==> src/rtl/nonce_dispatch.sv <==
// Nonce dispatcher: slices a job's nonce range across hasher lanes and funnels hits into a golden-nonce FIFO.
// Define NONCE_DISPATCH_STATS_EN to add the saturating 48-bit hash_count output.
//
// state | meaning
// IDLE  | after reset, no job loaded
// RUN   | issuing nonces every ISSUE_INTERVAL cycles
// DRAIN | issuing stopped, waiting for in-flight results and pending hits
// DONE  | job finished, waiting for job_start
module nonce_dispatch #(
   parameter int CHANNELS        = 4,
   parameter int ISSUE_INTERVAL  = 32,
   parameter int FIFO_DEPTH_LOG2 = 3,
   parameter int INFLIGHT_W      = 10
) (
   input  logic                     hash_clk,
   input  logic                     reset_n,
   input  logic                     job_start,
   input  logic                     job_abort,
   input  logic [31:0]              nonce_min,
   input  logic [31:0]              nonce_max,
   input  logic [31:0]              target,
   output logic [CHANNELS-1:0]      issue_valid,
   output logic [32*CHANNELS-1:0]   issue_nonce,
   input  logic [CHANNELS-1:0]      res_valid,
   input  logic [32*CHANNELS-1:0]   res_nonce,
   input  logic [32*CHANNELS-1:0]   res_hash_hi,
   output logic                     gn_valid,
   input  logic                     gn_ready,
   output logic [31:0]              gn_nonce,
   output logic                     busy,
   output logic                     done,
   output logic                     gn_overflow
`ifdef NONCE_DISPATCH_STATS_EN
   ,
   output logic [47:0]              hash_count
`endif
);

   localparam int DEPTH = 1 << FIFO_DEPTH_LOG2;
   localparam int TW    = (ISSUE_INTERVAL > 1) ? $clog2(ISSUE_INTERVAL) : 1;
   localparam int CW    = $clog2(CHANNELS + 1);
   localparam int IW1   = INFLIGHT_W + 1;

   typedef enum logic [1:0] {IDLE, RUN, DRAIN, DONE} state_t;

   state_t                   state;
   logic [TW-1:0]            timer;
   logic [31:0]              next_nonce;
   logic [31:0]              nmax_q;
   logic [31:0]              target_q;
   logic [INFLIGHT_W-1:0]    inflight;
   logic [CHANNELS-1:0]      pend_full;
   logic [31:0]              pend [CHANNELS];
   logic [31:0]              mem [DEPTH];
   logic [FIFO_DEPTH_LOG2:0] wr_ptr;
   logic [FIFO_DEPTH_LOG2:0] rd_ptr;
   logic                     overflow;

   logic [CHANNELS-1:0]      hit;
   logic [CHANNELS-1:0]      lane_ok;
   logic [CHANNELS-1:0]      drain_take;
   logic [31:0]              drain_data;
   logic                     last_slot;
   logic                     fifo_empty;
   logic                     fifo_full;
   logic                     fifo_pop;
   logic                     fifo_push;
   logic [CW-1:0]            res_cnt;
   logic [IW1-1:0]           inflight_sum;
   logic [INFLIGHT_W-1:0]    inflight_nxt;

   function automatic logic [CW-1:0] popcnt(input logic [CHANNELS-1:0] v);
      logic [CW-1:0] c;
      c = '0;
      for (int i = 0; i < CHANNELS; i++) c = c + CW'(v[i]);
      return c;
   endfunction

   assign fifo_empty  = (wr_ptr == rd_ptr);
   assign fifo_full   = (wr_ptr[FIFO_DEPTH_LOG2] != rd_ptr[FIFO_DEPTH_LOG2]) &&
                        (wr_ptr[FIFO_DEPTH_LOG2-1:0] == rd_ptr[FIFO_DEPTH_LOG2-1:0]);
   assign fifo_pop    = !fifo_empty && gn_ready;
   assign res_cnt     = popcnt(res_valid);
   assign gn_valid    = !fifo_empty;
   assign gn_nonce    = gn_valid ? mem[rd_ptr[FIFO_DEPTH_LOG2-1:0]] : 32'h0;
   assign busy        = (state == RUN) || (state == DRAIN);
   assign done        = (state == DONE);
   assign gn_overflow = overflow;

   // Range compares use 33 bits so a slot near 0xFFFFFFFF never wraps back to 0.
   always_comb begin
      hit        = '0;
      lane_ok    = '0;
      drain_take = '0;
      drain_data = '0;
      for (int k = 0; k < CHANNELS; k++) begin
         hit[k]     = res_valid[k] && (res_hash_hi[32*k +: 32] <= target_q);
         lane_ok[k] = ({1'b0, next_nonce} + 33'(k)) <= {1'b0, nmax_q};
      end
      last_slot = ({1'b0, next_nonce} + 33'(CHANNELS)) > {1'b0, nmax_q};
      for (int k = CHANNELS - 1; k >= 0; k--) begin
         if (pend_full[k]) begin
            drain_take = CHANNELS'(1) << k;
            drain_data = pend[k];
         end
      end
      if (fifo_full && !fifo_pop) drain_take = '0;
      fifo_push    = |drain_take;
      inflight_sum = {1'b0, inflight} + IW1'(popcnt(issue_valid));
      inflight_nxt = (inflight_sum < IW1'(res_cnt)) ? '0 : INFLIGHT_W'(inflight_sum - IW1'(res_cnt));
   end

   always_ff @(posedge hash_clk) begin
      if (fifo_push) mem[wr_ptr[FIFO_DEPTH_LOG2-1:0]] <= drain_data;
   end

   always_ff @(posedge hash_clk) begin
      if (!reset_n) begin
         state       <= IDLE;
         timer       <= '0;
         next_nonce  <= '0;
         nmax_q      <= '0;
         target_q    <= '0;
         inflight    <= '0;
         issue_valid <= '0;
         issue_nonce <= '0;
         pend_full   <= '0;
         wr_ptr      <= '0;
         rd_ptr      <= '0;
         overflow    <= 1'b0;
         for (int k = 0; k < CHANNELS; k++) pend[k] <= '0;
      end else begin
         issue_valid <= '0;
         inflight    <= inflight_nxt;
         if (fifo_push) wr_ptr <= wr_ptr + 1'b1;
         if (fifo_pop)  rd_ptr <= rd_ptr + 1'b1;
         for (int k = 0; k < CHANNELS; k++) begin
            if (hit[k]) begin
               if (pend_full[k] && !drain_take[k]) begin
                  overflow <= 1'b1;
               end else begin
                  pend[k]      <= res_nonce[32*k +: 32];
                  pend_full[k] <= 1'b1;
               end
            end else if (drain_take[k]) begin
               pend_full[k] <= 1'b0;
            end
         end
         case (state)
            IDLE, DONE: begin
               if (job_start) begin
                  state      <= RUN;
                  nmax_q     <= nonce_max;
                  target_q   <= target;
                  next_nonce <= nonce_min;
                  timer      <= '0;
                  inflight   <= '0;
                  overflow   <= 1'b0;
               end
            end
            RUN: begin
               if (timer == '0) begin
                  timer      <= TW'(ISSUE_INTERVAL - 1);
                  next_nonce <= next_nonce + 32'(CHANNELS);
                  for (int k = 0; k < CHANNELS; k++) begin
                     if (lane_ok[k]) begin
                        issue_valid[k]          <= 1'b1;
                        issue_nonce[32*k +: 32] <= next_nonce + 32'(k);
                     end
                  end
                  if (last_slot) state <= DRAIN;
               end else begin
                  timer <= timer - TW'(1);
               end
               if (job_abort) state <= DRAIN;
            end
            DRAIN: begin
               if (inflight == '0 && issue_valid == '0 && res_valid == '0 && pend_full == '0)
                  state <= DONE;
            end
            default: state <= IDLE;
         endcase
      end
   end

`ifdef NONCE_DISPATCH_STATS_EN
   logic [48:0] hc_sum;
   assign hc_sum = {1'b0, hash_count} + 49'(res_cnt);

   always_ff @(posedge hash_clk) begin
      if (!reset_n)
         hash_count <= '0;
      else if (job_start && (state == IDLE || state == DONE))
         hash_count <= '0;
      else
         hash_count <= hc_sum[48] ? '1 : hc_sum[47:0];
   end
`endif

endmodule

==> config.mk <==
export PLATFORM = sky130hd
export DESIGN_NAME = nonce_dispatch
export DESIGN_NICKNAME = d
export VERILOG_FILES = /design/src/rtl/nonce_dispatch.sv
export SDC_FILE = /design/constraint.sdc
export NUM_CORES = 1
export LEC_CHECK = 0
export ABC_AREA = 1
export CELL_PAD_IN_SITES_DETAIL_PLACEMENT = 1
export CELL_PAD_IN_SITES_GLOBAL_PLACEMENT = 1
export CORE_MARGIN = 10
export CORE_UTILIZATION = 30
export DETAILED_ROUTE_END_ITERATION = 12
export DONT_BUFFER_PORTS = 1
export PLACE_DENSITY = 0.58
export SLEW_MARGIN = 20
export SYNTH_ARGS = -nofsm -noshare
export SYNTH_HDL_FRONTEND = slang
export SYNTH_SLANG_ARGS = --single-unit
==> constraint.sdc <==
create_clock -name hash_clk -period 5.4 [get_ports hash_clk]
set_input_delay 0.54 -clock hash_clk [delete_from_list [all_inputs] [get_ports hash_clk]]
set_output_delay 0.54 -clock hash_clk [all_outputs]
set_load 0.005 [all_outputs]
==> impl_metrics.json <==
{
  "status": "finished, final reports clean",
  "synth.distinct_cells": 44,
  "rows": 125,
  "final_hold_viol_count": 0,
  "core-area_sq_mm": 0.1165,
  "io_pins": 529,
  "rsz0062_at_grt": "false",
  "drtIter0Drc": 1997,
  "timing.fmax_mhz": 198.6,
  "areaGrowthSynthToFinish_pct": 12.67,
  "synth_area_per_cell_sq_um": 8.499,
  "finalCritPeriodShare_pct": 93.26,
  "whs_endpoint": "gn_overflow$_SDFF_PN0_",
  "fp.dieW_um": 363.1,
  "skew_ns": 0.03092,
  "p_comb_share_pct": 47.7,
  "cp_slowest_cell": "dfxtp_1",
  "synth_area_sq_mm": 0.03532,
  "critPathArrivalTime_ns": 5.60,
  "crit_top_cell": "nor2_1",
  "finalSetupViolCount": 0,
  "async_flop_share_pct": 0,
  "wl_per_cell_um": 27.05,
  "cp-end-kind": "flop",
  "vias": 29640,
  "r2r_slack_ns": 0.36,
  "finalSetupTns_ns": 0,
  "pre_cts_slack_ns": 0.2409,
  "whs_ns": 0.04533,
  "start_kind": "flop",
  "r2r_cells": 20,
  "cts_root_buffer": "clkbuf_16",
  "period_needed_ns": 5.036,
  "cts_tree": "built",
  "cpPeakStageDelay_ns": 0.69,
  "grt_max_degree": 149,
  "maxCapViolCount": 0,
  "r2r_start": "next_nonce[0]$_SDFFE_PN0P_",
  "seqPwrFrac_pct": 30.8,
  "final_nets": 4778,
  "critPathKind": "reg2reg",
  "relSlewSlack_pct": 25.14,
  "routed_wirelength_um": 154300,
  "critical_path_required_ns": 5.96,
  "post_drt_via_cell_ratio": 5.198,
  "finalWorstSetupSlack_ns": 0.3639,
  "yosys_warnings": 0,
  "grt.overflow.total": 0,
  "power.switching_w": 0.01171,
  "holdPathStages": 2,
  "die_y_um": 363.1,
  "dp.final_hpwl_um": 117400,
  "crit_chain": "inv_1 > buf_4 > ha_1 > nor2_1 > nand2_1 > or3_1 > xor2_1 > inv_1 > ha_1 > nand2_1 > nor2_1 > nand4_1 > nor2_1 > nand4_1 > nor2_1 > nand2_1 > nand2_2 > nand3_1 > nand2_1 > nor2_1",
  "cp.buffers_inverters": 3,
  "swShare_pct": 47.40,
  "grt_pass1_wl_um": 217600,
  "ys.flop_type": "edfxtp_1",
  "start_util_pct": 30.31,
  "crit_family": "simple AND/OR/NAND/NOR gates",
  "path_clk_slew_ns": 0.06,
  "synth_seq_cells": 645,
  "drc_errors": 0,
  "timing.rr.end": "issue_nonce[118]$_SDFFE_PN0P_",
  "clk_latency_ns": 0.68,
  "grt_usage_pct": 22.52,
  "maxSlewViolCount": 0,
  "drive_gt1_share_pct": 5.705,
  "cellInternalPower_w": 0.01300,
  "ir_drop_mv": 0.4217,
  "synthCells": 4156,
  "dr.pass1.iters": 5,
  "worst_pin_slew_ns": 1.111,
  "cp_max_fo": 33,
  "hp-class": "in2reg",
  "powerDensity_mw_per_mm2": 621.0,
  "numCtsBuffers": 77,
  "clkPwrFrac_pct": 21.5,
  "dieArea_sq_mm": 0.1319,
  "worstHoldStart": "res_valid[1]",
  "antenna_found_initial": 18,
  "cts.sinks": 645,
  "port-buffer-count": 0,
  "power.leakage_nw": 16.51,
  "cts_max_path_buffers": 3,
  "synth_edf_count": 384,
  "synth-seq-area-share_pct": 47.44,
  "place.gp.congestion": 0.9600,
  "cts_setup_buffers": 0,
  "syn-num-nets": 4826,
  "grt_pass1_vias": 30000,
  "h-tree-depth": 3,
  "postRouteAntennaNets": 0
}
[synthesized netlist by cell type, drive strengths merged (16+ instances only)]
library cell	count	share of area (%)
o21ai	304	4.3
nor4	16	0.30
nand4	77	1.4
a31oi	37	0.66
inv	458	4.9
edfxtp	384	33
o22ai	32	0.57
nor3	32	0.50
nand3	221	3.1
ha	304	11
a21oi	376	5.3
nand3b	20	0.43
nor2	621	6.7
buf	55	0.83
xor2	103	2.6
nand2	625	6.7
clkbuf	149	1.6
a221oi	23	0.57
dfxtp	261	15
[worst max path at each step]
stage / start / to / slack (ns) / cells after the start
3_3_place_gp: next_nonce[1]$_SDFFE_PN0P_ / issue_nonce[118]$_SDFFE_PN0P_ / 0.19 / 19
2_1_floorplan: res_hash_hi[63] / pend[1][0]$_SDFFCE_PN0P_ / 1.03 / 9
5_1_grt: next_nonce[0]$_SDFFE_PN0P_ / issue_nonce[101]$_SDFFE_PN0P_ / 0.13 / 21
4_1_cts: next_nonce[1]$_SDFFE_PN0P_ / issue_nonce[105]$_SDFFE_PN0P_ / 0.20 / 20
3_5_place_dp: next_nonce[1]$_SDFFE_PN0P_ / issue_nonce[118]$_SDFFE_PN0P_ / 0.24 / 19
6_report: next_nonce[0]$_SDFFE_PN0P_ / issue_nonce[118]$_SDFFE_PN0P_ / 0.36 / 20
[logic make-up after synthesis]
| kind of cell | Yosys count | share of synthesized area, % |
|---|---|---|
| AOI/OAI and AO/OA | 802 | 12.07 |
| xor gates and xnor gates | 108 | 2.678 |
| adders and majority gates | 309 | 11.05 |
| buffers and inverters | 668 | 7.350 |
| DFF | 645 | 47.44 |
| and+or+nand+nor | 1624 | 19.41 |
[per-layer routing]
layer,wire [um],GRT usage (%)
met4,5371,7.552
met5,106,0
met1,65410,27.96
met2,71910,37.20
met3,11480,6.555
[area by class of cell]
class,instances,area [sq um]
clock buffers,99,2111
flip-flops and latches,645,16760
inverters,464,1742
diodes,7,17.52
repair buffers,77,718.2
multi-input cells,2843,16070
clock inverters,44,471.7
well taps,1524,1907
fillers,13640,76720
[cell usage in the layout, fill, tap and decap left out, types with 7 or more instances in the layout]
cell           Yosys  final
nor2_2             9      9
buf_4             11     60
a31oi_1           37     37
nand3_1          221    221
nor4_1            15     15
ha_1             304    304
nand2_2            8     10
buf_12             0      8
a221oi_1          23     23
edfxtp_1         384    384
nor2_4             4     12
clkbuf_1         146     13
xor2_1           103    103
o21ai_0          302    301
nor3_1            29     29
nand4_1           77     77
a21oi_1          376    376
nand3b_1          20     20
clkbuf_16          0     78
clkbuf_8           0      8
dlygate4sd3_1      0      8
nand2_1          616    612
clkinv_1           6     16
dfxtp_1          261    258
inv_1            458    455
clkinv_2           0     17
o21a_1            13     13
nor2_1           608    600
diode_2            0      7
o22ai_1           32     32
[power by group through the flow]
stage	Combinational [W]	Clock (W)	Sequential [W]
global placement	0.0115	0	0.00771
CTS	0.0118	0.00543	0.00763
global route	0.0131	0.00562	0.00776
floorplan	0.00779	0	0.00701
finish	0.0118	0.00532	0.00761
detailed placement	0.0117	0	0.00772
[stage by stage]
stage	util, %	total power (W)	area, sq um	std cells
floorplan	-	0.01480	35320	4156
global placement	31.81	0.01926	37060	5543
detailed placement	31.81	0.01943	37070	5543
CTS	34.10	0.02484	39730	5694
global route	34.15	0.02647	39790	5702
finish	34.15	0.02472	39800	5703
[what timing repair did]
action                                 in CTS  in global routing
resized for setup                           0                  1
endpoints found under the hold margin       1                  0
hold buffers                                8                  0
setup endpoints to repair                   0                 24
[flip-flops by register name (all words and copies together) (netlist names), named ones only]
register / cells
mem: 256
wr_ptr: 4
target_q: 32
rd_ptr: 4
next_nonce: 32
issue_valid: 4
issue_nonce: 128
gn_overflow: 1
inflight: 10
nmax_q: 32
state: 2
pend: 128
timer: 5
pend_full: 4
[worst reg2reg max path, cell delays in order (launching register included)]
cell     delay (ns)
dfxtp_1        0.69
inv_1          0.09
buf_4          0.21
ha_1           0.32
nor2_1         0.18
nand2_1        0.16
or3_1          0.42
xor2_1         0.48
inv_1          0.11
ha_1           0.31
nand2_1        0.07
nor2_1         0.16
nand4_1        0.16
nor2_1         0.13
nand4_1        0.09
nor2_1         0.12
nand2_1        0.07
nand2_2        0.52
nand3_1        0.37
nand2_1        0.21
nor2_1         0.05
Note: power is estimated with default switching activity, not from simulation.
